### src/rtl/riscv_pkg.sv
// Shared RV32 front-end definitions: widths, the PC step, the NOP encoding and the
// {pc, instr} entry carried through the prefetch queue.
package riscv_pkg;

    localparam int XLEN    = 32;
    localparam int INSTR_W = 32;

    localparam logic [XLEN-1:0]    PC_STEP   = 32'd4;
    localparam logic [INSTR_W-1:0] NOP_INSTR = 32'h0000_0013;

    typedef struct packed {
        logic [XLEN-1:0]    pc;
        logic [INSTR_W-1:0] instr;
    } fetch_entry_t;

    // Instruction fetches are always word aligned; low address bits are dropped.
    function automatic logic [XLEN-1:0] align_word(input logic [XLEN-1:0] addr);
        return {addr[XLEN-1:2], 2'b00};
    endfunction

endpackage

### src/rtl/ifetch_fifo.sv
// Synchronous prefetch queue of {pc, instr} entries with a single-cycle flush
// and an occupancy count used by the fetch credit logic.
module ifetch_fifo #(
    parameter int DEPTH = 4,
    parameter int WIDTH = 64
) (
    input  logic                     clk,
    input  logic                     reset,
    input  logic                     flush,
    input  logic                     push,
    input  logic [WIDTH-1:0]         push_data,
    input  logic                     pop,
    output logic [WIDTH-1:0]         head_data,
    output logic                     empty,
    output logic                     full,
    output logic [$clog2(DEPTH):0]   count
);

    localparam int AW = $clog2(DEPTH);

    logic [WIDTH-1:0] mem [DEPTH];
    logic [AW-1:0]    wr_ptr;
    logic [AW-1:0]    rd_ptr;
    logic [AW:0]      count_q;
    logic             do_push;
    logic             do_pop;

    assign empty     = (count_q == '0);
    assign full      = (count_q == (AW+1)'(DEPTH));
    assign count     = count_q;
    assign head_data = mem[rd_ptr];

    // A full queue still accepts a push when the head leaves in the same cycle.
    assign do_push = push && (!full || pop);
    assign do_pop  = pop && !empty;

    always_ff @(posedge clk) begin
        if (reset || flush) begin
            wr_ptr  <= '0;
            rd_ptr  <= '0;
            count_q <= '0;
        end else begin
            if (do_push) wr_ptr <= wr_ptr + 1'b1;
            if (do_pop)  rd_ptr <= rd_ptr + 1'b1;
            case ({do_push, do_pop})
                2'b10:   count_q <= count_q + 1'b1;
                2'b01:   count_q <= count_q - 1'b1;
                default: count_q <= count_q;
            endcase
        end
    end

    // NOTE: storage is deliberately not reset; count_q alone decides which slots are valid.
    always_ff @(posedge clk) begin
        if (do_push && !flush) mem[wr_ptr] <= push_data;
    end

endmodule

### src/rtl/ifetch_prefetch.sv
// Sequential instruction fetch with a credit-limited prefetch queue and redirect flush.
// Optional performance counters are built when IFETCH_PERF_EN is defined.
module ifetch_prefetch
    import riscv_pkg::*;
#(
    parameter logic [31:0] RESET_PC = 32'h0000_0000,
    parameter int          DEPTH    = 4
) (
    input  logic        clk,
    input  logic        reset,
    output logic        imem_req_valid,
    output logic [31:0] imem_req_addr,
    input  logic        imem_rsp_valid,
    input  logic [31:0] imem_rsp_data,
    input  logic        redirect_valid,
    input  logic [31:0] redirect_pc,
    output logic        out_valid,
    input  logic        out_ready,
    output logic [31:0] out_instr,
    output logic [31:0] out_pc
`ifdef IFETCH_PERF_EN
    ,
    output logic [31:0] perf_fetch_cnt,
    output logic [31:0] perf_flush_cnt
`endif
);

    localparam int AW = $clog2(DEPTH);

    logic [XLEN-1:0] fetch_pc;
    logic            inflight_valid;
    logic [XLEN-1:0] inflight_pc;
    logic [AW+1:0]   credit_used;
    logic            req_fire;
    logic            push;
    logic            pop;
    logic            fifo_empty;
    logic            fifo_full;
    logic [AW:0]     fifo_count;
    fetch_entry_t    push_entry;
    fetch_entry_t    head;

    // Queued entries plus the outstanding fetch must never exceed the queue size.
    assign credit_used = {1'b0, fifo_count} + (AW+2)'(inflight_valid);
    assign req_fire    = !reset && !redirect_valid && (credit_used < (AW+2)'(DEPTH));

    assign imem_req_valid = req_fire;
    assign imem_req_addr  = fetch_pc;

    // A response with no live request behind it is stale and is discarded.
    assign push       = imem_rsp_valid && inflight_valid && !redirect_valid;
    assign push_entry = '{pc: inflight_pc, instr: imem_rsp_data};

    assign out_valid = !fifo_empty && !redirect_valid;
    assign pop       = out_valid && out_ready;
    assign out_instr = fifo_empty ? '0 : head.instr;
    assign out_pc    = fifo_empty ? '0 : head.pc;

    ifetch_fifo #(
        .DEPTH (DEPTH),
        .WIDTH (XLEN + INSTR_W)
    ) u_fifo (
        .clk       (clk),
        .reset     (reset),
        .flush     (redirect_valid),
        .push      (push),
        .push_data (push_entry),
        .pop       (pop),
        .head_data (head),
        .empty     (fifo_empty),
        .full      (fifo_full),
        .count     (fifo_count)
    );

    // No request is issued in a redirect cycle, so the in-flight slot empties and
    // the response already on its way back is dropped by the push gating.
    always_ff @(posedge clk) begin
        if (reset) begin
            fetch_pc       <= RESET_PC;
            inflight_valid <= 1'b0;
            inflight_pc    <= '0;
        end else begin
            inflight_valid <= req_fire;
            if (req_fire) inflight_pc <= fetch_pc;
            if (redirect_valid) fetch_pc <= align_word(redirect_pc);
            else if (req_fire)  fetch_pc <= fetch_pc + PC_STEP;
        end
    end

`ifdef IFETCH_PERF_EN
    always_ff @(posedge clk) begin
        if (reset) begin
            perf_fetch_cnt <= '0;
            perf_flush_cnt <= '0;
        end else begin
            if (pop)            perf_fetch_cnt <= perf_fetch_cnt + 1'b1;
            if (redirect_valid) perf_flush_cnt <= perf_flush_cnt + 1'b1;
        end
    end
`endif

    // fifo_full is only a cross-check of the credit rule and needs no action here.
    logic unused_full;
    assign unused_full = fifo_full;

endmodule

### config.mk
export PLATFORM = sky130hd
export DESIGN_NAME = ifetch_prefetch
export DESIGN_NICKNAME = d
export VERILOG_FILES = /design/src/rtl/riscv_pkg.sv /design/src/rtl/ifetch_fifo.sv /design/src/rtl/ifetch_prefetch.sv
export SDC_FILE = /design/constraint.sdc
export NUM_CORES = 1
export LEC_CHECK = 0
export ABC_AREA = 1
export BUFFER_PORTS_ARGS = -buffer_cell sky130_fd_sc_hd__buf_2
export CAP_MARGIN = 10
export CORE_MARGIN = 2
export CORE_UTILIZATION = 60
export DETAILED_ROUTE_END_ITERATION = 8
export GPL_TIMING_DRIVEN = 0
export PLACE_DENSITY_LB_ADDON = 0.12
export SLEW_MARGIN = 20
export SYNTH_ARGS = -nofsm -noshare
export SYNTH_HDL_FRONTEND = slang
export SYNTH_SLANG_ARGS = --single-unit
### constraint.sdc
create_clock -name clk -period 9.7 [get_ports clk]
set_input_delay 1.94 -clock clk [delete_from_list [all_inputs] [get_ports clk]]
set_output_delay 1.94 -clock clk [all_outputs]
set_load 0.1 [all_outputs]
Yosys cells after proc, flatten, opt, wreduce, memory -nomap -nowiden:

Memory sizes are Yosys's and may differ from the RTL's. A register that Yosys moved wholly into a read port is not among the register bits.
Cells that the tools add are included.

* $add $sub $neg: 6
* magnitude comparators: 1
* equality and inequality tests: 3
* mux-type cells: 9
* reductions and logical operators: 19

Operators by type and width (number)
* 2-to-1 mux 32 bit: 4
* adder 32 x 3 -> 32 bit (second input constant): 1
* logical AND 1 bit: 9
* case mux 3 bit (2 select lines): 1
* adder 2 x 1 -> 2 bit (second input constant): 2
* adder 3 x 1 -> 4 bit: 1
* logical NOT 1 bit: 4
* < comparator 4 x 3 -> 1 bit (second input constant): 1
* 2-to-1 mux 2 bit: 2
* nonzero test 2 bit: 2
* adder 3 x 1 -> 3 bit (second input constant): 1
* == test 3 bit (second input constant): 1
* logical NOT 3 bit: 1
* subtractor 3 x 1 -> 3 bit (second input constant): 1
* == test 2 x 1 -> 1 bit (second input constant): 1
* == test 2 bit (second input constant): 1
* logical OR 1 bit: 2
* 2-to-1 mux 1 bit: 2
* OR reduction 2 bit: 1

* register bits: 72
* RAM bits: 256
* input port bits: 69
* word-level logic and storage cells: 46
* memories: 1

Memories
* u_fifo.mem: words 4, bits a word 64, read ports 1, clocked after memory_dff 1, wr ports 1, line ifetch_fifo.sv:21 `logic [WIDTH-1:0] mem [DEPTH];`

Depth between registers and ports, before layout:

Gate-level depths: netlist (run 1).

* word-level depth: 9
* gate-level depth with buffers: 12
* depth with buffers taken out: 12

By module:

Synthesis (run 1) repeated with hierarchy kept, for this count alone.

* cell total of the unflattened synthesis: 1304
* area, all modules: 13715.7 um^2

By module, submodules not included
* ifetch_fifo: instances 1, cells an instance 696, area an instance 10010.9 um^2, seq. area each 7867.5 um^2
* ifetch_prefetch: instances 1, cells an instance 608, area an instance 3704.8 um^2, seq. area each 1221.2 um^2

Worst setup path after synthesis (run 1):

No wires, ideal clock.

* path type: input port to flip-flop
* from: input port redirect_valid
* to: memory u_fifo.mem[0][0] (enable)
* arrival time: 5.211 ns
* required time: 9.218 ns
* setup slack: 4.007 ns
* cell stages on the path: 6
* buffers on the path: 1
* path through: buf_2 -> inv_1 -> nand3_1 -> nand4_1 -> nand2_1 -> nor2_1

* cells in the longest elaborated chain, start to end: 8
* elaborated cells on any way between the ends: 9
* classes of those cells: 2 x mux; 7 x reduce/logical

Ends and longest elaborated chain
* from (decl): line ifetch_prefetch.sv:15 `input logic redirect_valid,`
* logical NOT 1 bit (*): line ifetch_fifo.sv:55, ifetch_prefetch.sv:51, ifetch_prefetch.sv:54
* logical AND 1 bit: line ifetch_prefetch.sv:54 `assign out_valid = !fifo_empty && !redirect_valid;`
* logical AND 1 bit: line ifetch_prefetch.sv:55 `assign pop = out_valid && out_ready;`
* logical OR 1 bit: line ifetch_fifo.sv:34 `assign do_push = push && (!full || pop);`
* logical AND 1 bit: line ifetch_fifo.sv:34
* logical AND 1 bit (*): line ifetch_fifo.sv:55 `if (do_push && !flush) mem[wr_ptr] <= push_data;`
* 2-to-1 mux 1 bit (*): line ifetch_fifo.sv:55
* 2-to-1 mux 1 bit (not written as such) (*): line ifetch_fifo.sv:55
* to (decl): line ifetch_fifo.sv:21

Mark *: on every way between the ends. The rest lies on a longest branch, timed or not.

Worst setup path in the final report (run 1):

* from: input port redirect_valid
* to: output port imem_req_valid

* cells in the longest elaborated chain, start to end: 3

Ends and longest elaborated chain
* logical NOT 1 bit: line ifetch_prefetch.sv:45 `assign req_fire = !reset && !redirect_valid && (credit_used < (AW+2)'(DEPTH));`
* logical AND 1 bit (2 in a row): line ifetch_prefetch.sv:45
* to (decl): line ifetch_prefetch.sv:11 `output logic imem_req_valid,`

No other way between the ends.

==> key figures, run 1 <==
Worst setup path
  – Startpoint Class: primary input
  – R2R setup slack: 7080 ps
  – R2r worst-path depth: 9
  – Critical Path AT: 3530 ps
  – Delay-heaviest family, CP: buffers and inverters
  – Worst Setup End Kind: output port
  – Max stage delay on crit path: 450 ps
  – Crit-path slowest cell: buf_2
  – Critical path data required time: 7760 ps
  – Worst-path maximum fanout: 10
  – WP buf/inv: 5
  – Worst-path cell chain: buf_2 -> nor2_4 -> nand3_4 -> inv_2 -> buf_6 -> buf_2 -> buf_2
  – Worst r2r src: u_fifo.count[0]$_SDFFE_PN0P_
  – WP depth: 7
  – Crit path kind: in2out
  – Worst r2r dst: u_fifo.mem[2][24]$_DFFE_PP_
  – Worst path most repeated cell: buf_2

Power
  – Combinational share of power: 7.5%
  – Int Power: 2.24 mW
  – Pwr per Cell Area: 186 nW/um2
  – Clock share of power: 40.9%
  – Switching power: 0.687 mW
  – Switching share of power: 23.5%
  – Leak Pwr: 6.16 nW
  – VDD IR max: 0.122 mV
  – Seq pwr share: 51.7%

Place
  – Placer congestion estimate: 0.918
  – Pre-CTS setup slack: 4230 ps
  – Port Buf Inserts: 159
  – Hpwl dp: 20500 um

Routing
  – Vias per cell: 5.45
  – Post-route antenna net violation count: 0
  – DR WL/cell: 17.3 um
  – # DRC: 0
  – DRT iter0 DRCs: 806
  – Final WL: 31400 um
  – Initial DRT Pass Iterations: 5
  – Via count: 9891

Yosys
  – Register area share after synthesis: 66.8%
  – FF+latch count, synth: 318
  – Avg Inst Size Synth: 10.2 um2
  – Top cells by area, synth: edfxtp_1 (56%), dfxtp_1 (11%), nor2_1 (9.4%), o21ai_0 (5.8%), a21oi_1 (3.8%)
  – Cell Area, Synth: 13200 um2
  – Largest area contributor in the netlist: edfxtp_1
  – Synth unique cells: 37
  – Ys Warns: 0
  – Top-area cell type share of the netlist area: 56.2%
  – Synth Instances: 1304

STA
  – Slew HR: 57.4%
  – Hold slack: 471 ps
  – # setup viols final: 0
  – RSZ-0062 raised after global routing: false
  – Final hold vios: 0
  – Max Fclk: 183 MHz
  – Actual slew at the worst max-slew pin: 637 ps
  – Max-slew violation count: 0
  – Setup TNS: 0 ps
  – Minimum clock period: 5470 ps
  – Period utilisation layout: 56.4%
  – PnR worst setup slack: 4230 ps
  – Max Clock Skew: 11.3 ps

CTS
  – CTS buffer count: 31
  – Clock-pin slew on the worst setup and hold paths: 60 ps
  – CTS tree: done
  – Clk sinks: 318
  – CTS root buf: clkbuf_16
  – Post-cts resize count: 0
  – Clk_lat worst skew: 550 ps
  – Setup repair bufs after CTS: 0
  – H-tree Lvls: 1
  – Clk buf depth: 3
  – Hold buffer count at cts: 0

Layout
  – Most frequent cells in the layout: nor2_1 (326), edfxtp_1 (248), buf_2 (176)
  – Share of cells above drive strength 1: 17.7%
  – Register Area: 8850 um2
  – Fill cells: 1589
  – Commonest non-fill, non-tap cell in the layout: nor2_1
  – Multi-input gate area: 3800 um2
  – P&R area growth vs syn: 18.8%
  – Post-layout net count: 1586
  – Diodes inserted: 0

Global route
  – Vias in the first global route: 9473
  – Global-route wire length before repair: 49400 um
  – Largest net degree at the start of global routing: 25
  – Gr usage total: 26.8%
  – GRT overflow: 0
  – Initial antenna violation count: 0

Min path
  – Critical hold path startpoint: u_fifo.rd_ptr[1]$_SDFFE_PN0P_
  – Worst Hold Depth: 2
  – Hold WC Path Type: reg2reg
  – Hold path endpoint: u_fifo.rd_ptr[1]$_SDFFE_PN0P_

Die
  – I/O Pins: 167
  – Die Footprint: 23300 um2
  – Row count: 54
  – Initial core utilization: 60.9%
  – Die height: 153 um
  – Die W: 153 um
  – Core Box Area: 21800 um2

Job
  – Max Cap Viol: 0

Status
  – Status: completed
## state kept, by name, summed over array words and instances, names as in the netlist, named ones only
name and flops:
u_fifo.mem 248, u_fifo.count 3, imem_req_addr 30, inflight_pc 30, u_fifo.wr_ptr 2, u_fifo.rd_ptr 2
inflight_valid 1
## cell usage after synthesis
library cell,number
buf_2,17
nor3_1,9
a31oi_1,3
nor2_4,2
o211ai_1,3
edfxtp_1,248
o21ai_1,2
clkbuf_1,45
conb_1,1
nand3_4,1
nand3b_1,1
inv_1,76
nand3_1,51
clkbuf_2,1
or2_2,1
a21oi_1,101
nand2_2,1
nand4_1,7
dfxtp_1,70
o21bai_1,1
and2_1,2
a21boi_1,2
ha_1,6
buf_6,3
buf_4,5
inv_2,4
xor2_1,5
nor2_2,9
buf_1,1
a22oi_1,1
nand2_1,133
clkinv_1,1
nand3_2,1
a211oi_1,5
fa_1,1
nor2_1,330
o21ai_0,154
## cell type report
| cell class | instances | share of cell area (%) |
|---|---|---|
| Sequential cell | 318 | 56.2 |
| Multi-Input combinational cell | 836 | 24.1 |
| Timing Repair Buffer | 170 | 6.79 |
| Clock buffer | 42 | 5.72 |
| Tap cell | 280 | 2.23 |
| Buffer | 72 | 2.12 |
| Inverter | 81 | 1.93 |
| Clock inverter | 15 | 0.843 |
## power groups by stage
stage	clock network (mW)	logic (mW)	registers, mW
after floorplan	0	0.107	1.59
after global placement	0	0.213	1.54
after detailed placement	0	0.217	1.54
after CTS	1.20	0.218	1.51
after global routing	1.26	0.233	1.51
final	1.19	0.218	1.51
## tightest hold or removal path: stages, from the launching register on
cell	delay [ps]
dfxtp_1	300
inv_1	60
a21oi_1	70
## cell families (layout without fill, tap and decap cells)
group           count (synthesis)  in the layout  synth area share [%]
simple gates                  548            548                  16.8
flops                         318            318                  66.8
compound gates                272            272                  10.5
buf+inv                       153            380                  4.82
fa+ha+maj                       7              7                 0.718
xor+xnor                        5              5                 0.331
other cells                     1              4                0.0283
## through the flow
stage	util, %	area, um2	instances	power, mW
6_report	72.3	15700	1814	2.92
5_1_grt	72.3	15700	1814	3.01
4_1_cts	72.3	15700	1814	2.93
3_5_place_dp	67.6	14700	1757	1.76
3_3_place_gp	66.2	14400	1746	1.75
2_1_floorplan	-	13300	1307	1.70
## routing by layer
layer  up-vias  wire [um]  global-route usage [%]
li1       4844          -                       -
met1      4588      12800                    36.3
met2       405      15500                    45.7
met3        54       2390                    3.64
met4         0        720                    8.11
met5         -          0                       0
## worst max-delay path by stage
| stage | slack [ps] | endpoint | from |
|---|---|---|---|
| after floorplan | 4010 | u_fifo.mem[0][0]$_DFFE_PP_ | redirect_valid |
| after global placement | 1870 | u_fifo.mem[3][29]$_DFFE_PP_ | redirect_valid |
| after detailed placement | 4230 | imem_req_valid | redirect_valid |
| after CTS | 4230 | imem_req_valid | redirect_valid |
| after global routing | 4160 | imem_req_valid | redirect_valid |
| final | 4230 | imem_req_valid | redirect_valid |
No activity file was read; power rests on OpenSTA's default activity.
==> run 2: changes to the inputs <==
--- a/config.mk
+++ b/config.mk
@@ -9,7 +9,7 @@
 export BUFFER_PORTS_ARGS = -buffer_cell sky130_fd_sc_hd__buf_2
 export CAP_MARGIN = 10
 export CORE_MARGIN = 2
-export CORE_UTILIZATION = 60
+export CORE_UTILIZATION = 58
 export DETAILED_ROUTE_END_ITERATION = 8
 export GPL_TIMING_DRIVEN = 0
 export PLACE_DENSITY_LB_ADDON = 0.12
==> constraint.sdc (replaced) <==
create_clock -name clk -period 5.5 [get_ports clk]
set_input_delay 1.1 -clock clk [delete_from_list [all_inputs] [get_ports clk]]
set_output_delay 1.1 -clock clk [all_outputs]
set_load 0.1 [all_outputs]
==> run 2 against run 1 <==
First-iteration DRC count increased by 1.9%. Core utilization down 2.4 points. Hold slack better by 1.6 ps. Combinational power rose by 77%. Via count rose by 1.6%. Design area hardly changed. Critical path type is now reg2out. Critical endpoint is now out_pc[15]. Largest power group unchanged.
==> key figures, run 2 (synthesis gave the netlist of run 1 again) <==
Status
  – Status: completed

Die
  – Die W: 155 um (+1.7%)
  – Core Box Area: 22500 um2 (+3.4%)
  – Row count: 55 (+1.9%)
  – Initial core utilization: 58.9% (-2.0 points)
  – Die Footprint: 24100 um2 (+3.4%)
  – I/O Pins: 167 (unchanged)
  – Die height: 155 um (+1.7%)

Layout
  – Most frequent cells in the layout: nor2_1 (326), edfxtp_1 (248), buf_2 (176)
  – Multi-input gate area: 3800 um2 (unchanged)
  – Top reg by flops: u_fifo.mem
  – Register Area: 8850 um2 (unchanged)
  – Fill cells: 1695 (+6.7%)
  – Commonest non-fill, non-tap cell in the layout: nor2_1
  – Largest register FFs: 248 (unchanged)
  – Share of cells above drive strength 1: 17.7% (unchanged)
  – Post-layout net count: 1585 (-0.063%)
  – P&R area growth vs syn: 18.8% (about the same)

Routing
  – Via count: 10100 (+1.6%)
  – Initial DRT Pass Iterations: 4 (-1)
  – Post-route antenna net violation count: 0 (unchanged)
  – Met2 WL: 15400 um (-0.26%)
  – DR WL/cell: 17.5 um (+1.3%)
  – Final WL: 31900 um (+1.6%)
  – DRT iter0 DRCs: 821 (+1.9%)
  – Routed met1 length: 13200 um (+3.3%)
  – Vias per cell: 5.52 (+1.3%)
  – Top routing layer in use: met4
  – # DRC: 0 (unchanged)
  – WL met3: 2520 um (+5.6%)

Min path
  – Hold path endpoint: u_fifo.rd_ptr[1]$_SDFFE_PN0P_
  – Worst Hold Depth: 2 (unchanged)
  – Hold WC Path Type: reg2reg
  – Critical hold path startpoint: u_fifo.rd_ptr[1]$_SDFFE_PN0P_

STA
  – Final hold vios: 0 (unchanged)
  – Minimum clock period: 3970 ps
  – Slew HR: 54.6% (-2.8 points)
  – Period utilisation layout: 72.2%
  – Max Clock Skew: 7.63 ps (-3.67 ps)
  – Setup TNS: 0 ps (unchanged)
  – Max Fclk: 252 MHz
  – Max-slew violation count: 0 (unchanged)
  – Hold slack: 473 ps (+1.56 ps)
  – Actual slew at the worst max-slew pin: 680 ps (+42.1 ps)
  – RSZ-0062 raised after global routing: false
  – # setup viols final: 0 (unchanged)

Power
  – Pwr Total: 5.18 mW (+77%)
  – VDD IR max: 0.216 mV (+77%)
  – Leak Pwr: 6.15 nW (about the same)
  – Pwr per Cell Area: 329 nW/um2 (+77%)

CTS
  – H-tree Lvls: 1 (unchanged)
  – CTS root buf: clkbuf_16
  – CTS buffer count: 31 (unchanged)
  – Clk sinks: 318 (unchanged)
  – CTS tree: done
  – Clock-pin slew on the worst setup and hold paths: 60 ps (about the same)
  – Setup repair bufs after CTS: 0 (unchanged)
  – Post-cts resize count: 0 (unchanged)
  – Hold buffer count at cts: 0 (unchanged)
  – Clk_lat worst skew: 550 ps (about the same)
  – Clk buf depth: 3 (unchanged)

Global route
  – Largest net degree at the start of global routing: 24 (-4.0%)
  – Vias in the first global route: 9532 (+0.62%)
  – GRT overflow: 0 (unchanged)
  – Gr usage total: 26.4% (-0.45 points)
  – Global-route wire length before repair: 49800 um (+0.68%)
  – Initial antenna violation count: 0 (unchanged)

Worst setup path
  – Startpoint Class: flop
  – Worst Setup End Kind: output port
  – Worst r2r src: u_fifo.count[1]$_SDFFE_PN0P_
  – Crit path kind: reg2out
  – R2R setup slack: 2900 ps (-4180 ps)
  – Worst r2r dst: u_fifo.mem[3][29]$_DFFE_PP_
  – R2r worst-path depth: 8 (-1)
  – Critical Path AT: 2870 ps (-660 ps)
  – Worst-path maximum fanout: 10 (unchanged)
  – Critical path data required time: 4400 ps (-3360 ps)

Place
  – Hpwl dp: 20900 um (+1.7%)
  – Placer congestion estimate: 0.889 (-3.2%)
  – Port Buf Inserts: 159 (unchanged)

Job
  – Max Cap Viol: 0 (unchanged)
-- run 2: stage by stage --
stage	worst slack (ps)	instance area (um2)	cells	utilization (%)
floorplan	647	13300	1307	-
global placement	-1570	14400	1751	64.0
detailed placement	1710	14700	1761	65.2
CTS	1450	15700	1819	69.9
global route	1430	15700	1819	69.9
finish	1530	15700	1820	69.9
-- run 2: per-layer routing --
layer / vias to the layer above / global-route usage (%)
li1: 4860 / -
met1: 4704 / 36.0
met2: 435 / 44.2
met3: 51 / 3.59
met4: 0 / 8.60
met5: - / 0
-- run 2: worst max-delay path by stage --
stage / from / endpoint / slack (ps)
2_1_floorplan: redirect_valid / u_fifo.mem[0][0]$_DFFE_PP_ / 650
3_3_place_gp: redirect_valid / u_fifo.mem[3][26]$_DFFE_PP_ / -1570
3_5_place_dp: redirect_valid / imem_req_valid / 1710
4_1_cts: flop / out_pc[23] / 1450
5_1_grt: flop / out_pc[23] / 1430
6_report: flop / out_pc[15] / 1530
-- run 2: critical path: stages (launching register included) --
cell and delay, ps:
dfxtp_1 300, buf_2 200, inv_2 170, buf_2 270, clkbuf_1 420, o21ai_0 210, a21oi_1 260, buf_2 480
-- run 2: cell type report --
type                    instances  area share (%)
flip-flops and latches        318            56.2
multi-input cells             836            24.2
repair buffers                169            6.52
clock buffers                  42            6.13
well taps                     285            2.27
plain buffers                  72            2.12
inverters                      81            1.93
clock inverters                16           0.612
diodes                          1          0.0159
-- run 2: report_power, final --
group	internal (mW)	total, mW	switching, mW	leakage [nW]
logic	0.0813	0.385	0.304	2.81
registers	2.62	2.66	0.0404	2.82
clock network	1.24	2.13	0.891	0.522
total	3.94	5.18	1.24	6.15
==> run 3: changes to the inputs <==
--- a/config.mk
+++ b/config.mk
@@ -5,11 +5,11 @@
 export SDC_FILE = /design/constraint.sdc
 export NUM_CORES = 1
 export LEC_CHECK = 0
-export ABC_AREA = 1
+export ABC_AREA = 0
 export BUFFER_PORTS_ARGS = -buffer_cell sky130_fd_sc_hd__buf_2
 export CAP_MARGIN = 10
 export CORE_MARGIN = 2
-export CORE_UTILIZATION = 58
+export CORE_UTILIZATION = 52
 export DETAILED_ROUTE_END_ITERATION = 8
 export GPL_TIMING_DRIVEN = 0
 export PLACE_DENSITY_LB_ADDON = 0.12
==> constraint.sdc (replaced) <==
create_clock -name clk -period 3.3 [get_ports clk]
set_input_delay 0.66 -clock clk [delete_from_list [all_inputs] [get_ports clk]]
set_output_delay 0.66 -clock clk [all_outputs]
set_load 0.1 [all_outputs]
==> run 3 against run 2 <==
First-iteration DRC count decreased by 31%. Clock-buffer cell count increased by 8. Clock skew increased by 11 ps. Clock power increased by 51%. Critical path depth increased by 2. Total power increased by 57%. Core utilization decreased by 7.9 points. Setup slack got worse by 1400 ps. Critical path type is now in2out. Largest cell class unchanged. Largest power group unchanged.
==> key figures, run 3 <==
STA
  – Max-slew violation count: 0 (unchanged)
  – Final hold vios: 0 (unchanged)
  – Max Fclk: 317 MHz
  – RSZ-0062 raised after global routing: true
  – Slew HR: 36.1% (-19 points)
  – # setup viols final: 0 (unchanged)
  – Period utilisation layout: 95.5%
  – Actual slew at the worst max-slew pin: 951 ps (+272 ps)
  – Minimum clock period: 3150 ps
  – Max Clock Skew: 18.8 ps (+11.2 ps)

Global route
  – Global route hottest layer: met2
  – Gr usage total: 20.4% (-6.0 points)
  – Largest net degree at the start of global routing: 42 (+75%)
  – GRT overflow: 0 (unchanged)
  – Met1 usage: 31.0% (-5.0 points)
  – Met2 Use GR: 31.7% (-13 points)
  – Met3 usage: 2.94% (-0.66 points)
  – Vias in the first global route: 7352 (-23%)
  – Global-route wire length before repair: 41200 um (-17%)
  – Initial antenna violation count: 0 (unchanged)

Worst setup path
  – R2r worst-path depth: 4 (-4)
  – Worst r2r dst: u_fifo.mem[2][29]$_DFFE_PP_
  – Worst-path maximum fanout: 10 (unchanged)
  – Critical path data required time: 2640 ps (-1760 ps)
  – Worst r2r src: u_fifo.count[2]$_SDFFE_PN0P_
  – Worst setup path startpoint: redirect_valid
  – Startpoint Class: primary input
  – Worst Setup End Kind: output port
  – R2R setup slack: 780 ps (-2120 ps)
  – Worst setup path endpoint: imem_req_valid
  – Critical Path AT: 2490 ps (-380 ps)
  – Crit path kind: in2out

Yosys
  – Mux share of post-synthesis cell area: 11.4% (+11 points)
  – Post-synth EDFFs: 248 (unchanged)
  – Top-area cell type share of the netlist area: 58.7% (+2.5 points)
  – Main combinational cell family by area after synthesis: multiplexers
  – Top cells by area, synth: edfxtp_1 (59%), dfxtp_1 (11%), mux4_2 (11%), and2_1 (3.5%), nand2_1 (2.6%)
  – Area share of and/or/nand/nor cells after synthesis: 10.0% (-6.7 points)
  – Cell Area, Synth: 12700 um2 (-4.3%)
  – Ys Warns: 0 (unchanged)
  – Most common library cells after synthesis: edfxtp_1 (248), nand2_1 (88), and2_1 (71)
  – Ys async rst share: 0% (unchanged)
  – Avg Inst Size Synth: 15.6 um2 (+54%)
  – Largest area contributor in the netlist: edfxtp_1
  – Post-synthesis xor/xnor area fraction: 0.967% (+0.64 points)
  – FF+latch count, synth: 318 (unchanged)
  – Compound-Gate Fraction of Synth Area: 4.69% (-5.8 points)
  – Most common cell in the synthesized netlist: edfxtp_1
  – Synth Instances: 813 (-38%)
  – Post-synthesis adder-cell area fraction: 0.750% (+0.032 points)
  – Synth unique cells: 51 (+38%)
  – Synth Flop Type: edfxtp_1
  – Register area share after synthesis: 69.8% (+3.0 points)

CTS
  – Clk sinks: 318 (unchanged)
  – CTS root buf: clkbuf_16
  – H-tree Lvls: 1 (unchanged)
  – CTS tree: done
  – Clk buf depth: 3 (unchanged)
  – Clk_lat worst skew: 550 ps (about the same)
  – CTS buffer count: 31 (unchanged)
  – Hold buffer count at cts: 0 (unchanged)
  – Clock-pin slew on the worst setup and hold paths: 60 ps (about the same)

Layout
  – Commonest non-fill, non-tap cell in the layout: edfxtp_1
  – Fill cells: 1877 (+11%)
  – Post-layout net count: 1086 (-31%)
  – Most frequent cells in the layout: edfxtp_1 (248), buf_2 (160), nand2_1 (88)
  – Largest register FFs: 248 (unchanged)
  – Register Area: 8850 um2 (about the same)
  – Final cell count without fillers: 1358 (-25%)
  – Post-layout util: 62.0% (-7.9 points)
  – Top reg by flops: u_fifo.mem
  – Multi-input gate area: 3560 um2 (-6.4%)
  – Diodes inserted: 0 (-1)
  – Share of cells above drive strength 1: 30.1% (+12 points)
  – P&R area growth vs syn: 17.8%

Place
  – Hpwl dp: 17200 um (-18%)
  – Port Buf Inserts: 159 (unchanged)
  – Placer congestion estimate: 0.912 (+2.6%)
  – Placed Cells: 1303 (-26%)

Routing
  – DR WL/cell: 19.4 um (+11%)
  – Initial DRT Pass Iterations: 5 (+1)
  – # DRC: 0 (unchanged)
  – Final WL: 26300 um (-17%)
  – Post-route antenna net violation count: 0 (unchanged)
  – DRT iter0 DRCs: 570 (-31%)
  – Via count: 7568 (-25%)
  – Vias per cell: 5.57 (+0.92%)

Min path
  – Hold WC Path Type: in2reg

Die
  – I/O Pins: 167 (unchanged)
  – Core Box Area: 24100 um2 (+7.1%)
  – Initial core utilization: 52.6% (-6.3 points)
  – Die W: 160 um (+3.3%)
  – Row count: 57 (+3.6%)
  – Die Footprint: 25700 um2 (+6.6%)
  – Die height: 160 um (+3.3%)

Power
  – Leak Pwr: 5.41 nW (-12%)
  – Pwr per Cell Area: 545 nW/um2 (+66%)
  – VDD IR max: 0.343 mV (+59%)

Job
  – Max Cap Viol: 0 (unchanged)

Status
  – Status: completed
run 3: kinds of logic after synthesis:
logic type,after synthesis
adder cells (fa/ha/maj),7
buffers and inverters,64
XOR/XNOR,14
AND/OR/NAND/NOR,240
flip-flops,318
other,1
multiplexers,67
AO/OA/AOI/OAI,102
run 3: repair_timing:
action | 4_1_cts | 5_1_grt
cloned | 0 | 0
resized for setup | 9 | 12
setup buffers | 0 | 0
setup endpoints to repair | 60 | 45
run 3: worst max-delay path: stages:
cell   delay, ps
buf_6        120
or2_1        230
buf_6        140
or3_1        290
buf_2        190
inv_4        140
buf_4        210
buf_4        190
buf_4        310
run 3: worst min-delay path by stage:
stage | start | to | cells after the start
floorplan | inflight_pc[2]$_SDFFE_PP0P_ | u_fifo.mem[0][34]$_DFFE_PP_ | 0
global placement | inflight_pc[2]$_SDFFE_PP0P_ | inflight_pc[2]$_SDFFE_PP0P_ | 2
detailed placement | inflight_pc[16]$_SDFFE_PP0P_ | inflight_pc[16]$_SDFFE_PP0P_ | 2
CTS | imem_rsp_data[14] | u_fifo.mem[2][14]$_DFFE_PP_ | 1
global route | imem_rsp_data[14] | u_fifo.mem[3][14]$_DFFE_PP_ | 1
finish | imem_rsp_data[14] | u_fifo.mem[2][14]$_DFFE_PP_ | 1
run 3: area by class of cell:
class | instances | share of cell area [%]
Clock buffer | 50 | 5.97
Multi-Input combinational cell | 434 | 23.8
Clock inverter | 7 | 0.243
Timing Repair Buffer | 163 | 5.94
Inverter | 13 | 0.343
Buffer | 49 | 1.76
Tap cell | 324 | 2.71
Sequential cell | 318 | 59.2
run 3: stage by stage:
step                      power, mW  hold WS [ps]  TNS [ps]  setup WS, ps  instance area, um2
final                          8.15           322         0           147               14900
after global routing           8.40           307     -1.96         -1.96               14900
after CTS                      8.20           299      -522         -40.5               14900
after detailed placement       5.01           494         0          29.3               14000
after global placement         5.00           485   -329310         -1370               13900
after floorplan                4.85           460         0          61.1               12700
run 3: layer usage:
layer	vias to the layer above	share of wire, %
li1	3508	-
met3	33	6.8
met4	0	1.4
met1	3739	46
met5	-	0
met2	288	46
run 3: power by group:
| group | internal, mW | switching (mW) |
|---|---|---|
| clock | 1.84 | 1.38 |
| combinational | 0.120 | 0.392 |
| sequential | 4.35 | 0.0651 |
| total | 6.31 | 1.84 |
